<file path="src/rtl/peg_l2_mac_rx_filter.sv">
// ----------------------------------------------------------------------------
// peg_l2_mac_rx_filter
//
// Per-frame receive filter for the L2 MAC. It tracks the parser's field
// strobes, captures the destination address and a snapshot of the filter
// configuration when a frame starts, optionally waits for the FCS checker,
// and then issues one accept/drop decision per frame. Pause frames addressed
// to this station (or to the reserved pause group address) are turned into a
// pause request for the local pause generator.
//
// Ports
//   clk, rst_n                       clock, synchronous active-low reset
//   config_l2_mac_rx_filter_*_en     filter / promiscuous / broadcast /
//                                    multicast / pause-consume / FCS enables
//   config_l2_mac_rx_station_addr    station MAC, first wire byte in [47:40]
//   config_l2_mac_rx_stats_clr       clears both statistics counters
//   rx_field_valid_vec               one-cycle field strobes from the parser
//   rx_bffr                          parser shift buffer, newest byte [7:0]
//   rx_fcs_result_valid/_ok          FCS check pulse and pass flag
//   rx_frm_dcsn_valid                one-cycle decision strobe
//   rx_frm_accept                    1 = forward, 0 = drop
//   rx_frm_drop_reason               0 none, 1 DA, 2 FCS err, 3 FCS timeout,
//                                    4 pause consumed, 5 unsupported ctrl,
//                                    6 aborted
//   rx_pause_valid, rx_pause_time    pause request strobe and quanta
//   rx_frm_cntr, rx_drop_cntr        saturating accept / drop counters
//   l2_mac_rx_filter_fsm_state       current FSM state
// ----------------------------------------------------------------------------
module peg_l2_mac_rx_filter #(
    parameter int NUM_FIELDS = 8,
    parameter int BFFR_SIZE  = 48,
    parameter int FCS_TMOUT  = 16
) (
    input  logic                  clk,
    input  logic                  rst_n,
    input  logic                  config_l2_mac_rx_filter_en,
    input  logic                  config_l2_mac_rx_filter_promisc_en,
    input  logic                  config_l2_mac_rx_filter_bcast_en,
    input  logic                  config_l2_mac_rx_filter_mcast_en,
    input  logic                  config_l2_mac_rx_filter_pause_en,
    input  logic                  config_l2_mac_rx_filter_fcs_en,
    input  logic [47:0]           config_l2_mac_rx_station_addr,
    input  logic                  config_l2_mac_rx_stats_clr,
    input  logic [NUM_FIELDS-1:0] rx_field_valid_vec,
    input  logic [BFFR_SIZE-1:0]  rx_bffr,
    input  logic                  rx_fcs_result_valid,
    input  logic                  rx_fcs_result_ok,
    output logic                  rx_frm_dcsn_valid,
    output logic                  rx_frm_accept,
    output logic [2:0]            rx_frm_drop_reason,
    output logic                  rx_pause_valid,
    output logic [15:0]           rx_pause_time,
    output logic [15:0]           rx_frm_cntr,
    output logic [15:0]           rx_drop_cntr,
    output logic [1:0]            l2_mac_rx_filter_fsm_state
);

    localparam int DADDR       = 0;
    localparam int CTRL_OPCODE = 4;
    localparam int PAUSE_TIME  = 5;
    localparam int FCS         = 6;

    localparam int CNT_W = $clog2(FCS_TMOUT + 1);

    localparam logic [47:0] BCAST_DA = 48'hFFFF_FFFF_FFFF;
    localparam logic [47:0] PAUSE_DA = 48'h0180_C200_0001;

    localparam logic [2:0] RSN_NONE   = 3'd0;
    localparam logic [2:0] RSN_DA     = 3'd1;
    localparam logic [2:0] RSN_FCS    = 3'd2;
    localparam logic [2:0] RSN_TMOUT  = 3'd3;
    localparam logic [2:0] RSN_PAUSE  = 3'd4;
    localparam logic [2:0] RSN_CTRL   = 3'd5;
    localparam logic [2:0] RSN_ABORT  = 3'd6;

    typedef enum logic [1:0] {
        IDLE_S     = 2'd0,
        HDR_S      = 2'd1,
        WAIT_FCS_S = 2'd2
    } state_t;

    state_t             state_reg, state_next;
    logic [CNT_W-1:0]   tmout_cnt_reg, tmout_cnt_next;

    // Per-frame context, frozen at the DADDR strobe
    logic [47:0] da_reg, station_reg;
    logic        filter_en_reg, promisc_en_reg, bcast_en_reg, mcast_en_reg;
    logic        pause_en_reg, fcs_en_reg;
    logic        ctrl_flag_reg, pause_flag_reg;
    logic [15:0] pause_time_reg;

    logic strb_daddr, strb_ctrl, strb_ptime, strb_fcs;
    logic capture, dcsn_next, abort_evt, tmout_evt, fcs_err_evt, fcs_good_evt;
    logic da_match, accept_next, pause_next;
    logic [2:0] reason_next;
    logic unused_inputs;

    assign strb_daddr = rx_field_valid_vec[DADDR];
    assign strb_ctrl  = rx_field_valid_vec[CTRL_OPCODE];
    assign strb_ptime = rx_field_valid_vec[PAUSE_TIME];
    assign strb_fcs   = rx_field_valid_vec[FCS];

    // Strobes for fields this block does not act on, and any buffer bits
    // beyond the 48 it inspects.
    assign unused_inputs = ^{rx_field_valid_vec, rx_bffr};

    assign l2_mac_rx_filter_fsm_state = state_reg;

    // ------------------------------------------------------------------
    // Next-state and decision-event logic
    // ------------------------------------------------------------------
    always_comb begin
        state_next     = state_reg;
        tmout_cnt_next = tmout_cnt_reg;
        capture        = 1'b0;
        dcsn_next      = 1'b0;
        abort_evt      = 1'b0;
        tmout_evt      = 1'b0;
        fcs_err_evt    = 1'b0;
        fcs_good_evt   = 1'b0;
        case (state_reg)
            IDLE_S: begin
                if (strb_daddr) begin
                    capture    = 1'b1;
                    state_next = HDR_S;
                end
            end
            HDR_S: begin
                // A new DA while a frame is open means the old one was cut
                // short: close it as aborted and start on the new one.
                if (strb_daddr) begin
                    capture   = 1'b1;
                    dcsn_next = 1'b1;
                    abort_evt = 1'b1;
                end else if (strb_fcs) begin
                    if (fcs_en_reg) begin
                        state_next     = WAIT_FCS_S;
                        tmout_cnt_next = '0;
                    end else begin
                        dcsn_next    = 1'b1;
                        fcs_good_evt = 1'b1;
                        state_next   = IDLE_S;
                    end
                end
            end
            WAIT_FCS_S: begin
                if (strb_daddr) begin
                    capture    = 1'b1;
                    dcsn_next  = 1'b1;
                    abort_evt  = 1'b1;
                    state_next = HDR_S;
                end else if (rx_fcs_result_valid) begin
                    dcsn_next    = 1'b1;
                    fcs_err_evt  = ~rx_fcs_result_ok;
                    fcs_good_evt = rx_fcs_result_ok;
                    state_next   = IDLE_S;
                end else if (tmout_cnt_reg == CNT_W'(FCS_TMOUT - 1)) begin
                    dcsn_next  = 1'b1;
                    tmout_evt  = 1'b1;
                    state_next = IDLE_S;
                end else begin
                    tmout_cnt_next = tmout_cnt_reg + CNT_W'(1);
                end
            end
            default: state_next = IDLE_S;
        endcase
    end

    // ------------------------------------------------------------------
    // Decision content, evaluated on the frame's latched context
    // ------------------------------------------------------------------
    always_comb begin
        da_match = ~filter_en_reg | promisc_en_reg | (da_reg == station_reg) |
                   (bcast_en_reg & (da_reg == BCAST_DA)) |
                   (mcast_en_reg & da_reg[40] & (da_reg != BCAST_DA));

        if (abort_evt)                         reason_next = RSN_ABORT;
        else if (fcs_err_evt)                  reason_next = RSN_FCS;
        else if (tmout_evt)                    reason_next = RSN_TMOUT;
        else if (!da_match)                    reason_next = RSN_DA;
        else if (pause_flag_reg & pause_en_reg) reason_next = RSN_PAUSE;
        else if (ctrl_flag_reg & ~pause_flag_reg) reason_next = RSN_CTRL;
        else                                   reason_next = RSN_NONE;

        accept_next = (reason_next == RSN_NONE);

        pause_next = dcsn_next & fcs_good_evt & pause_flag_reg & pause_en_reg &
                     ((da_reg == station_reg) | (da_reg == PAUSE_DA));
    end

    // ------------------------------------------------------------------
    // State register
    // ------------------------------------------------------------------
    always_ff @(posedge clk) begin
        if (!rst_n) begin
            state_reg     <= IDLE_S;
            tmout_cnt_reg <= '0;
        end else begin
            state_reg     <= state_next;
            tmout_cnt_reg <= tmout_cnt_next;
        end
    end

    // ------------------------------------------------------------------
    // Frame context capture
    // ------------------------------------------------------------------
    always_ff @(posedge clk) begin
        if (!rst_n) begin
            da_reg         <= '0;
            station_reg    <= '0;
            filter_en_reg  <= 1'b0;
            promisc_en_reg <= 1'b0;
            bcast_en_reg   <= 1'b0;
            mcast_en_reg   <= 1'b0;
            pause_en_reg   <= 1'b0;
            fcs_en_reg     <= 1'b0;
            ctrl_flag_reg  <= 1'b0;
            pause_flag_reg <= 1'b0;
            pause_time_reg <= '0;
        end else if (capture) begin
            da_reg         <= rx_bffr[47:0];
            station_reg    <= config_l2_mac_rx_station_addr;
            filter_en_reg  <= config_l2_mac_rx_filter_en;
            promisc_en_reg <= config_l2_mac_rx_filter_promisc_en;
            bcast_en_reg   <= config_l2_mac_rx_filter_bcast_en;
            mcast_en_reg   <= config_l2_mac_rx_filter_mcast_en;
            pause_en_reg   <= config_l2_mac_rx_filter_pause_en;
            fcs_en_reg     <= config_l2_mac_rx_filter_fcs_en;
            ctrl_flag_reg  <= 1'b0;
            pause_flag_reg <= 1'b0;
            pause_time_reg <= '0;
        end else if (state_reg == HDR_S) begin
            if (strb_ctrl) begin
                ctrl_flag_reg  <= 1'b1;
                pause_flag_reg <= (rx_bffr[15:0] == 16'h0001);
            end
            if (strb_ptime) begin
                pause_time_reg <= rx_bffr[15:0];
            end
        end
    end

    // ------------------------------------------------------------------
    // Registered decision outputs and statistics
    // ------------------------------------------------------------------
    always_ff @(posedge clk) begin
        if (!rst_n) begin
            rx_frm_dcsn_valid  <= 1'b0;
            rx_frm_accept      <= 1'b0;
            rx_frm_drop_reason <= RSN_NONE;
            rx_pause_valid     <= 1'b0;
            rx_pause_time      <= '0;
        end else begin
            rx_frm_dcsn_valid <= dcsn_next;
            rx_pause_valid    <= pause_next;
            if (dcsn_next) begin
                rx_frm_accept      <= accept_next;
                rx_frm_drop_reason <= reason_next;
            end
            if (pause_next) begin
                rx_pause_time <= pause_time_reg;
            end
        end
    end

    // Counters advance with the decision, so they already include the frame
    // while rx_frm_dcsn_valid is high; a clear in the same cycle wins.
    always_ff @(posedge clk) begin
        if (!rst_n || config_l2_mac_rx_stats_clr) begin
            rx_frm_cntr  <= '0;
            rx_drop_cntr <= '0;
        end else if (dcsn_next) begin
            if (accept_next && rx_frm_cntr != 16'hFFFF) begin
                rx_frm_cntr <= rx_frm_cntr + 16'd1;
            end
            if (!accept_next && rx_drop_cntr != 16'hFFFF) begin
                rx_drop_cntr <= rx_drop_cntr + 16'd1;
            end
        end
    end

endmodule
</file>
<file path="config.mk">
export PLATFORM = sky130hd
export DESIGN_NAME = peg_l2_mac_rx_filter
export DESIGN_NICKNAME = d
export VERILOG_FILES = /design/src/rtl/peg_l2_mac_rx_filter.sv
export SDC_FILE = /design/constraint.sdc
export NUM_CORES = 1
export LEC_CHECK = 0
export ABC_AREA = 1
export ABC_CLOCK_PERIOD_IN_PS = 2700
export BUFFER_PORTS_ARGS = -buffer_cell sky130_fd_sc_hd__clkbuf_2
export CORE_ASPECT_RATIO = 2
export CORE_UTILIZATION = 50
export DETAILED_ROUTE_END_ITERATION = 8
export GPL_TIMING_DRIVEN = 0
export MAX_ROUTING_LAYER = met4
export PLACE_DENSITY_LB_ADDON = 0.2
export SYNTH_ARGS = -nofsm -noshare
export SYNTH_HDL_FRONTEND = slang
export SYNTH_SLANG_ARGS = --single-unit
</file>
<file path="constraint.sdc">
create_clock -name clk -period 2.7 [get_ports clk]
set_input_delay 0.54 -clock clk [delete_from_list [all_inputs] [get_ports clk]]
set_output_delay 0.54 -clock clk [all_outputs]
set_load 0.02 [all_outputs]
</file>
==> results.cfg, run 1 <==
[power_and_ir_drop]
vdd_drop_max_v = 0.000444
leakagePower_nw = 4.15
power_mw = 7.73
power.density_nw_per_um2 = 777

[cts]
ctsHtreeMaxLevel = 4
cts-hold-fix-buffers = 0
cts-buffers-inserted = 17
clk_pin_slew_worst_paths_ns = 0.08
clk_latency_ns = 0.44
cts_max_path_buffers = 2
cts_root_buffer = clkbuf_16
cts_tree = done
cts.sinks = 181

[floorplan]
start_util = 0.515
design.portCount = 171
placement_rows = 65
die-area_um2 = 17000
die_y_um = 183
floorplan.die.width_um = 92.6
core_um2 = 15900

[finish]
design_area_um2 = 9950
synthToLayoutAreaGrowth_pct = 21.2
final_net_count = 1461
postLayoutCoreUtil = 0.624
post_route_cells_drive_above_1_share = 0.170
stdcell_count = 1552
antenna_cells_inserted = 0

[sta]
final.setup.worst_slack_ns = 0.166
timing.final.crit_share = 0.938
worst_slew_margin_rel = 0.483
setup_viol_count_final = 0
worst_slew_pin_slew_ns = 0.771
hold_viol = 0
achievable-frequency_mhz = 395
finalWorstPathRequiredPeriod_ns = 2.53
fin_setup_tns_ns = 0
timing_max_transition_violations_final = 0
hold_slack_ns = 0.324
rsz0062_at_grt = no
finalClockSkew_ns = 0.0140

[logic_synthesis]
yosys_warnings = 0
synth_common_cells = 254 x nor2_1, 181 x dfxtp_1, 181 x nand2_1
async_flop_share = 0
yosysTopAreaCell = dfxtp_1
synthesized_nets = 1272
yosysTopAreaCellShare = 0.442
portion_of_the_post_synthesis_area_used_by_sequential_elements = 0.442
synthesis.instances = 1149
synth.distinct_cells = 33
synthesis.area_um2 = 8210
synth.ff_latch_count = 181
synthFlopType = dfxtp_1
synth_area_leaders = dfxtp_1 44%, nor2_1 12%, nand2_1 8.3%
synthesis.area_per_instance_um2 = 7.14
synth_most_common_cell = nor2_1
synth_edf_count = 0

[placement]
placement.setup.worst_slack_ns = -0.137
gpl.final_weighted_congestion = 0.855
hpwlAfterDp_mm = 17.9
buffer_ports.inserted = 164
dpl_cell_area_um2 = 9280
dp_cells = 1514

[global_routing]
globalRoute.totalOverflow = 0
vias_in_the_first_global_route = 7792
grt_antenna_before_repair = 0
largest_net_degree_at_the_start_of_global_routing = 17
global_route_wire_length_before_repair_mm = 36.8
grt_use_total = 0.288

[worst_setup_path]
path_max_fanout = 10
startpoint_type = flop
crit_start = da_reg[40]
critPathArrivalTime_ns = 2.90
critPathKind = flop to flop
endpoint_kind = flop
timing.critical_path.required_ns = 3.06
worst_r2r_startpoint = da_reg[40]

[routing]
wl_per_cell_um = 14.9
detailedRoute.firstPassIterationCount = 4
drt_iter0_markers = 314
postRouteAntennaNets = 0
via_count = 8075
vias_per_cell = 5.20
detail_route.drc_violations = 0
postRouteWirelength_mm = 23.1

[flow_run]
timing.max_cap.violations = 0

[min_path]
min-delay-path-class = input pin to flop
holdCritStartpoint = config_l2_mac_rx_station_addr[27]

[outcome]
outcome = completed
==> per-layer routing <==
metal	up-vias	GRT usage	part of all wire
li1	4123	-	-
met1	3687	0.263	0.36
met2	210	0.557	0.57
met3	55	0.0468	0.042
met4	0	0.142	0.035
met5	-	-	0
==> worst max-delay path: stages, from the launching register on <==
cell     delay, ns
dfxtp_1       0.49
nand2_1       0.13
nor3_1        0.24
nand3_1       0.23
o31ai_2       0.75
buf_2         0.33
nand3_1       0.14
a21oi_1       0.16
==> path summary, 6_finish.rpt <==
| check | slack [ns] | to | cells past startpoint |
|---|---|---|---|
| max reg2reg | 0.17 | rx_pause_time[12] | 7 |
| max | 0.17 | rx_pause_time[12] | 7 |
| min | 0.32 | station_reg[27] | 3 |
| min reg2reg | 0.46 | filter_en_reg | 2 |
==> placed cells by master, fill, tap and decap left out, drive strengths merged <==
cell	count
nor2	254
nor3b	2
a2111oi	1
clkinvlp	1
o21ai	121
xor2	17
or4	1
buf	14
nor3	15
nand3	64
bufinv	1
dfxtp	181
xnor2	43
or2	3
inv	71
clkbuf	235
nor4	12
nand3b	2
nand2	183
ha	8
clkinv	5
a31oi	1
a21oi	93
nand4	21
a221oi	1
o31ai	1
==> kinds of logic (layout without fill, tap and decap cells) <==
logic type | after synthesis | after routing | synth area share
DFF | 181 | 181 | 0.442
buffers and inverters | 125 | 327 | 0.0610
and+or+nand+nor | 557 | 557 | 0.283
adders and majority gates | 8 | 8 | 0.0122
AOI/OAI and AO/OA | 218 | 218 | 0.139
xor gates and xnor gates | 60 | 60 | 0.0640
==> final cells by class <==
type / instances / area, µm²
Inverter: 66 / 250
Tap cell: 201 / 251
Buffer: 59 / 259
Sequential cell: 181 / 3620
Clock inverter: 12 / 120
Timing Repair Buffer: 170 / 866
Clock buffer: 20 / 447
Multi-Input combinational cell: 843 / 4130
Fill cell: 1550 / 5990
==> power by group <==
| part | internal (mW) | leakage [nW] | switching, mW |
|---|---|---|---|
| clock | 1.32 | 0.278 | 1.12 |
| sequential | 2.97 | 1.49 | 0.271 |
| combinational | 0.753 | 2.39 | 1.29 |
| total | 5.04 | 4.15 | 2.68 |
==> what timing repair did <==
item,CTS,global route
pin swaps,1,1
setup buffers,2,4
gates resized for setup,0,16
endpoints found under the setup margin,11,44
Power figures use the tool's default switching activity.
==> run 2, diff against run 1 <==
Settings changed: CTS_BUF_LIST set to sky130_fd_sc_hd__clkbuf_4.
==> run 2 against run 1 <==
Wire length shrank 0.31%. Highest routed layer unchanged. Setup slack improved by 0.013 ns. Critical endpoint is now pause_time_reg[11]. Sequential power about the same.
==> results.cfg, run 2 (synthesis results as in run 1) <==
[worst_setup_path]
reg2reg_slack_ns = 0.18
path_max_fanout = 10
number_of_cells_on_the_worst_reg_to_reg_path = 7
worst_r2r_startpoint = l2_mac_rx_filter_fsm_state[0]
critPathKind = flop to flop
startpoint_type = flop
crit_path_end = pause_time_reg[11]
worst_r2r_endpoint = pause_time_reg[11]
critPathArrivalTime_ns = 2.98
crit_start = l2_mac_rx_filter_fsm_state[0]
timing.critical_path.required_ns = 3.16
endpoint_kind = flop

[cts]
cts-buffers-inserted = 17
clk_latency_ns = 0.60
cts_max_path_buffers = 2
cts_tree = done
clk_pin_slew_worst_paths_ns = 0.18
cts-hold-fix-buffers = 0
cts.sinks = 181
ctsHtreeMaxLevel = 4
cts_root_buffer = clkbuf_4

[power_and_ir_drop]
power.density_nw_per_um2 = 700
leakagePower_nw = 4.01
power.internal_mw = 4.18
power_mw = 6.74
p_sw_frac = 0.379
comb_power_share = 0.296
net-switching-power_mw = 2.55
power_frac_clock = 0.222
vdd_drop_max_v = 0.000379
share_seq_of_total_power = 0.482

[sta]
achievable-frequency_mhz = 397
timing_max_transition_violations_final = 0
hold_slack_ns = 0.150
finalClockSkew_ns = 0.0296
worst_slew_margin_rel = 0.483
rsz0062_at_grt = no
setup_viol_count_final = 0
timing.final.crit_share = 0.934
finalWorstPathRequiredPeriod_ns = 2.52
worst_slew_pin_slew_ns = 0.771
hold_viol = 0

[finish]
synthToLayoutAreaGrowth_pct = 17.3
final_net_count = 1458
post_route_cells_drive_above_1_share = 0.168
mostFrequentLayoutCells = 253 x nor2_1, 181 x nand2_1, 179 x dfxtp_1
most_common_cell_after_layout_fill_and_taps_aside = nor2_1

[global_routing]
global_route_wire_length_before_repair_mm = 36.6
grt_antenna_before_repair = 1
globalRoute.totalOverflow = 0
largest_net_degree_at_the_start_of_global_routing = 17
vias_in_the_first_global_route = 7706
grt_use_total = 0.285

[flow_run]
timing.max_cap.violations = 0

[routing]
vias_per_cell = 5.18
wl_per_cell_um = 14.9
detailedRoute.firstPassIterationCount = 5
drt_iter0_markers = 341
postRouteAntennaNets = 0
postRouteWirelength_mm = 23.0
detail_route.drc_violations = 0
via_count = 8022

[min_path]
min-delay-path-class = input pin to flop
min_path_cells = 3

[floorplan]
die-area_um2 = 17000
design.portCount = 171
placement_rows = 65
start_util = 0.515
floorplan.die.width_um = 92.6
die_y_um = 183
core_um2 = 15900

[placement]
gpl.final_weighted_congestion = 0.855
hpwlAfterDp_mm = 17.9
buffer_ports.inserted = 164

[outcome]
outcome = completed
==> run 2: cell type report <==
class | count | area [µm²]
Clock inverter | 13 | 124
Timing Repair Buffer | 167 | 843
Multi-Input combinational cell | 843 | 4130
Tap cell | 201 | 251
Inverter | 66 | 250
Clock buffer | 19 | 143
Buffer | 59 | 259
Fill cell | 1592 | 6320
Antenna cell | 1 | 2.50
Sequential cell | 181 | 3630
==> run 2: how the worst min path moves through the flow <==
stage / startpoint / to / slack, ns
2_1_floorplan: filter_en_reg / filter_en_reg / 0.43
3_3_place_gp: ctrl_flag_reg / ctrl_flag_reg / 0.44
3_5_place_dp: ctrl_flag_reg / ctrl_flag_reg / 0.45
4_1_cts: config_l2_mac_rx_station_addr[27] / station_reg[27] / 0.14
5_1_grt: rx_bffr[24] / da_reg[24] / 0.12
6_report: config_l2_mac_rx_station_addr[27] / station_reg[27] / 0.15
==> run 2: repair_timing <==
action	4_1_cts	5_1_grt
pin swaps	2	0
gates resized for setup	0	16
setup buffers	3	0
endpoints found under the setup margin	13	36
==> run 2: power by group through the flow <==
stage          registers [mW]  logic [mW]  clock network [mW]
2_1_floorplan            3.35        1.25                   0
3_3_place_gp             3.29        1.89                   0
3_5_place_dp             3.29        1.92                   0
4_1_cts                  3.24        1.95                1.53
5_1_grt                  3.28        2.23                1.64
6_report                 3.24        2.00                1.50
==> run 2: through the flow <==
stage | setup slack, ns | utilization | cell area (µm²) | cells | TNS [ns]
floorplan | 0.302 | - | 8210 | 1149 | 0
global placement | -0.0673 | 0.582 | 9280 | 1514 | -0.677
detailed placement | -0.137 | 0.582 | 9280 | 1514 | -1.52
global route | 0.00315 | 0.604 | 9620 | 1550 | 0
CTS | 0.0476 | 0.600 | 9570 | 1549 | 0
finish | 0.179 | 0.604 | 9620 | 1550 | 0
==> run 2: per-layer routing <==
| layer | part of all wire | track usage |
|---|---|---|
| met5 | 0 | - |
| met4 | 0.028 | 0.118 |
| met2 | 0.57 | 0.561 |
| met1 | 0.35 | 0.263 |
| met3 | 0.048 | 0.0464 |
==> run 2: worst max-delay path, cell delays in order (launching register included) <==
cell	delay, ns
dfxtp_1	0.37
ha_1	0.25
nor2_1	0.48
inv_1	0.15
clkbuf_1	0.33
nand2_1	0.37
clkbuf_1	0.38
a21oi_1	0.09
==> run 3, diff against run 2 <==
Settings changed: ABC_CLOCK_PERIOD_IN_PS 2700 to 2660.
Clock period 2.7 ns to 2.66 ns, I/O delays scaled along.
==> run 3 against run 2 <==
Wire length grew 0.13%. Die area unchanged. Global-route usage stayed put. Sequential power up 2%. Critical endpoint unchanged.
==> results.cfg, run 3 (synthesis results as in run 1) <==
[placement]
placement.setup.worst_slack_ns = -0.177
dpl_cell_area_um2 = 9280
hpwlAfterDp_mm = 17.9
dp_cells = 1514
gpl.final_weighted_congestion = 0.855
buffer_ports.inserted = 164

[routing]
wl_per_cell_um = 14.9
via_count = 8038
detailedRoute.firstPassIterationCount = 7
detail_route.drc_violations = 0
postRouteWirelength_mm = 23.1
vias_per_cell = 5.19
drt_iter0_markers = 328
postRouteAntennaNets = 0

[global_routing]
largest_net_degree_at_the_start_of_global_routing = 17
globalRoute.totalOverflow = 0
grt_antenna_before_repair = 1
global_route_wire_length_before_repair_mm = 36.6
vias_in_the_first_global_route = 7706
grt_use_total = 0.285

[worst_setup_path]
worst_r2r_startpoint = l2_mac_rx_filter_fsm_state[0]
timing.critical_path.required_ns = 3.12
startpoint_type = flop
worst_r2r_endpoint = pause_time_reg[11]
path_max_fanout = 10
number_of_cells_on_the_worst_reg_to_reg_path = 7
critPathKind = flop to flop
critPathArrivalTime_ns = 2.96
reg2reg_slack_ns = 0.16
endpoint_kind = flop

[finish]
final_net_count = 1458
fill_count = 1593
mostFrequentLayoutCells = 251 x nor2_1, 181 x nand2_1, 178 x dfxtp_1
stdcell_count = 1550
post_route_cells_drive_above_1_share = 0.171
sequential_cell_area_um2 = 3630
design_area_um2 = 9630
most_common_cell_after_layout_fill_and_taps_aside = nor2_1
synthToLayoutAreaGrowth_pct = 17.4
total_area_of_multi_input_combinational_cells_um2 = 4140

[floorplan]
core_um2 = 15900
placement_rows = 65
die_y_um = 183
floorplan.die.width_um = 92.6
die-area_um2 = 17000
start_util = 0.515
design.portCount = 171

[sta]
fin_setup_tns_ns = 0
hold_viol = 0
setup_viol_count_final = 0
finalClockSkew_ns = 0.0314
timing.final.crit_share = 0.939
timing_max_transition_violations_final = 0
achievable-frequency_mhz = 401
finalWorstPathRequiredPeriod_ns = 2.50
rsz0062_at_grt = no
worst_slew_pin_slew_ns = 0.769
final.setup.worst_slack_ns = 0.163
worst_slew_margin_rel = 0.484

[power_and_ir_drop]
vdd_drop_max_v = 0.000389
power_mw = 6.85
leakagePower_nw = 4.01
power.density_nw_per_um2 = 711

[cts]
ctsHtreeMaxLevel = 4
clk_pin_slew_worst_paths_ns = 0.17
cts_max_path_buffers = 2
cts-buffers-inserted = 17
cts_tree = done
cts-hold-fix-buffers = 0
clk_latency_ns = 0.59
cts.sinks = 181
cts_root_buffer = clkbuf_4

[min_path]
min-delay-path-class = input pin to flop
holdCritStartpoint = config_l2_mac_rx_station_addr[27]
min_path_cells = 3
holdPathEnd = station_reg[27]

[flow_run]
timing.max_cap.violations = 0

[outcome]
outcome = completed
==> run 3: timing repair <==
item	CTS	global route
gates resized for setup	0	19
pin swaps	2	2
setup endpoints to repair	17	41
setup buffers	3	0
==> run 3: worst max-delay path, stage by stage (launching register included) <==
cell and delay (ns):
dfxtp_1 0.37, ha_1 0.25, nor2_1 0.46, inv_1 0.14, clkbuf_1 0.33, nand2_1 0.37
clkbuf_1 0.38, a21oi_1 0.09
==> run 3: stage by stage <==
step / util / hold slack, ns
3_3_place_gp: 0.582 / 0.443
2_1_floorplan: - / 0.430
4_1_cts: 0.600 / 0.130
5_1_grt: 0.604 / 0.116
6_report: 0.604 / 0.144
3_5_place_dp: 0.582 / 0.451
==> run 3: worst max-delay path by stage <==
stage / startpoint / end / slack [ns] / cells past startpoint
floorplan: l2_mac_rx_filter_fsm_state[0] / rx_pause_time[6] / 0.26 / 12
global placement: tmout_cnt_reg[0] / rx_pause_time[12] / -0.11 / 14
detailed placement: tmout_cnt_reg[0] / rx_pause_time[8] / -0.18 / 14
CTS: tmout_cnt_reg[0] / rx_frm_cntr[11] / 0.008 / 14
global route: rx_drop_cntr[0] / rx_drop_cntr[15] / 0.003 / 10
finish: l2_mac_rx_filter_fsm_state[0] / pause_time_reg[11] / 0.16 / 7
==> run 3: cell type report <==
type / instances / area share
sequential: 181 / 0.376
clock inverter: 13 / 0.0129
multi-input combinational: 843 / 0.429
clock buffer: 19 / 0.0148
antenna: 1 / 0.000260
tap: 201 / 0.0261
inverter: 66 / 0.0260
timing repair buffer: 167 / 0.0875
buffer: 59 / 0.0268
==> run 3: metal layers <==
metal  vias to the layer above  GRT usage  part of all wire
li1                       4118          -                 -
met1                      3671      0.263              0.36
met2                       209      0.561              0.57
met3                        40     0.0464             0.045
met4                         0      0.118             0.030
met5                         -          -                 0
==> run 3: report_power, final <==
part	total (mW)	switching, mW	internal, mW
logic	2.03	1.30	0.728
registers	3.29	0.274	3.02
clock network	1.52	1.02	0.501
total	6.85	2.60	4.25
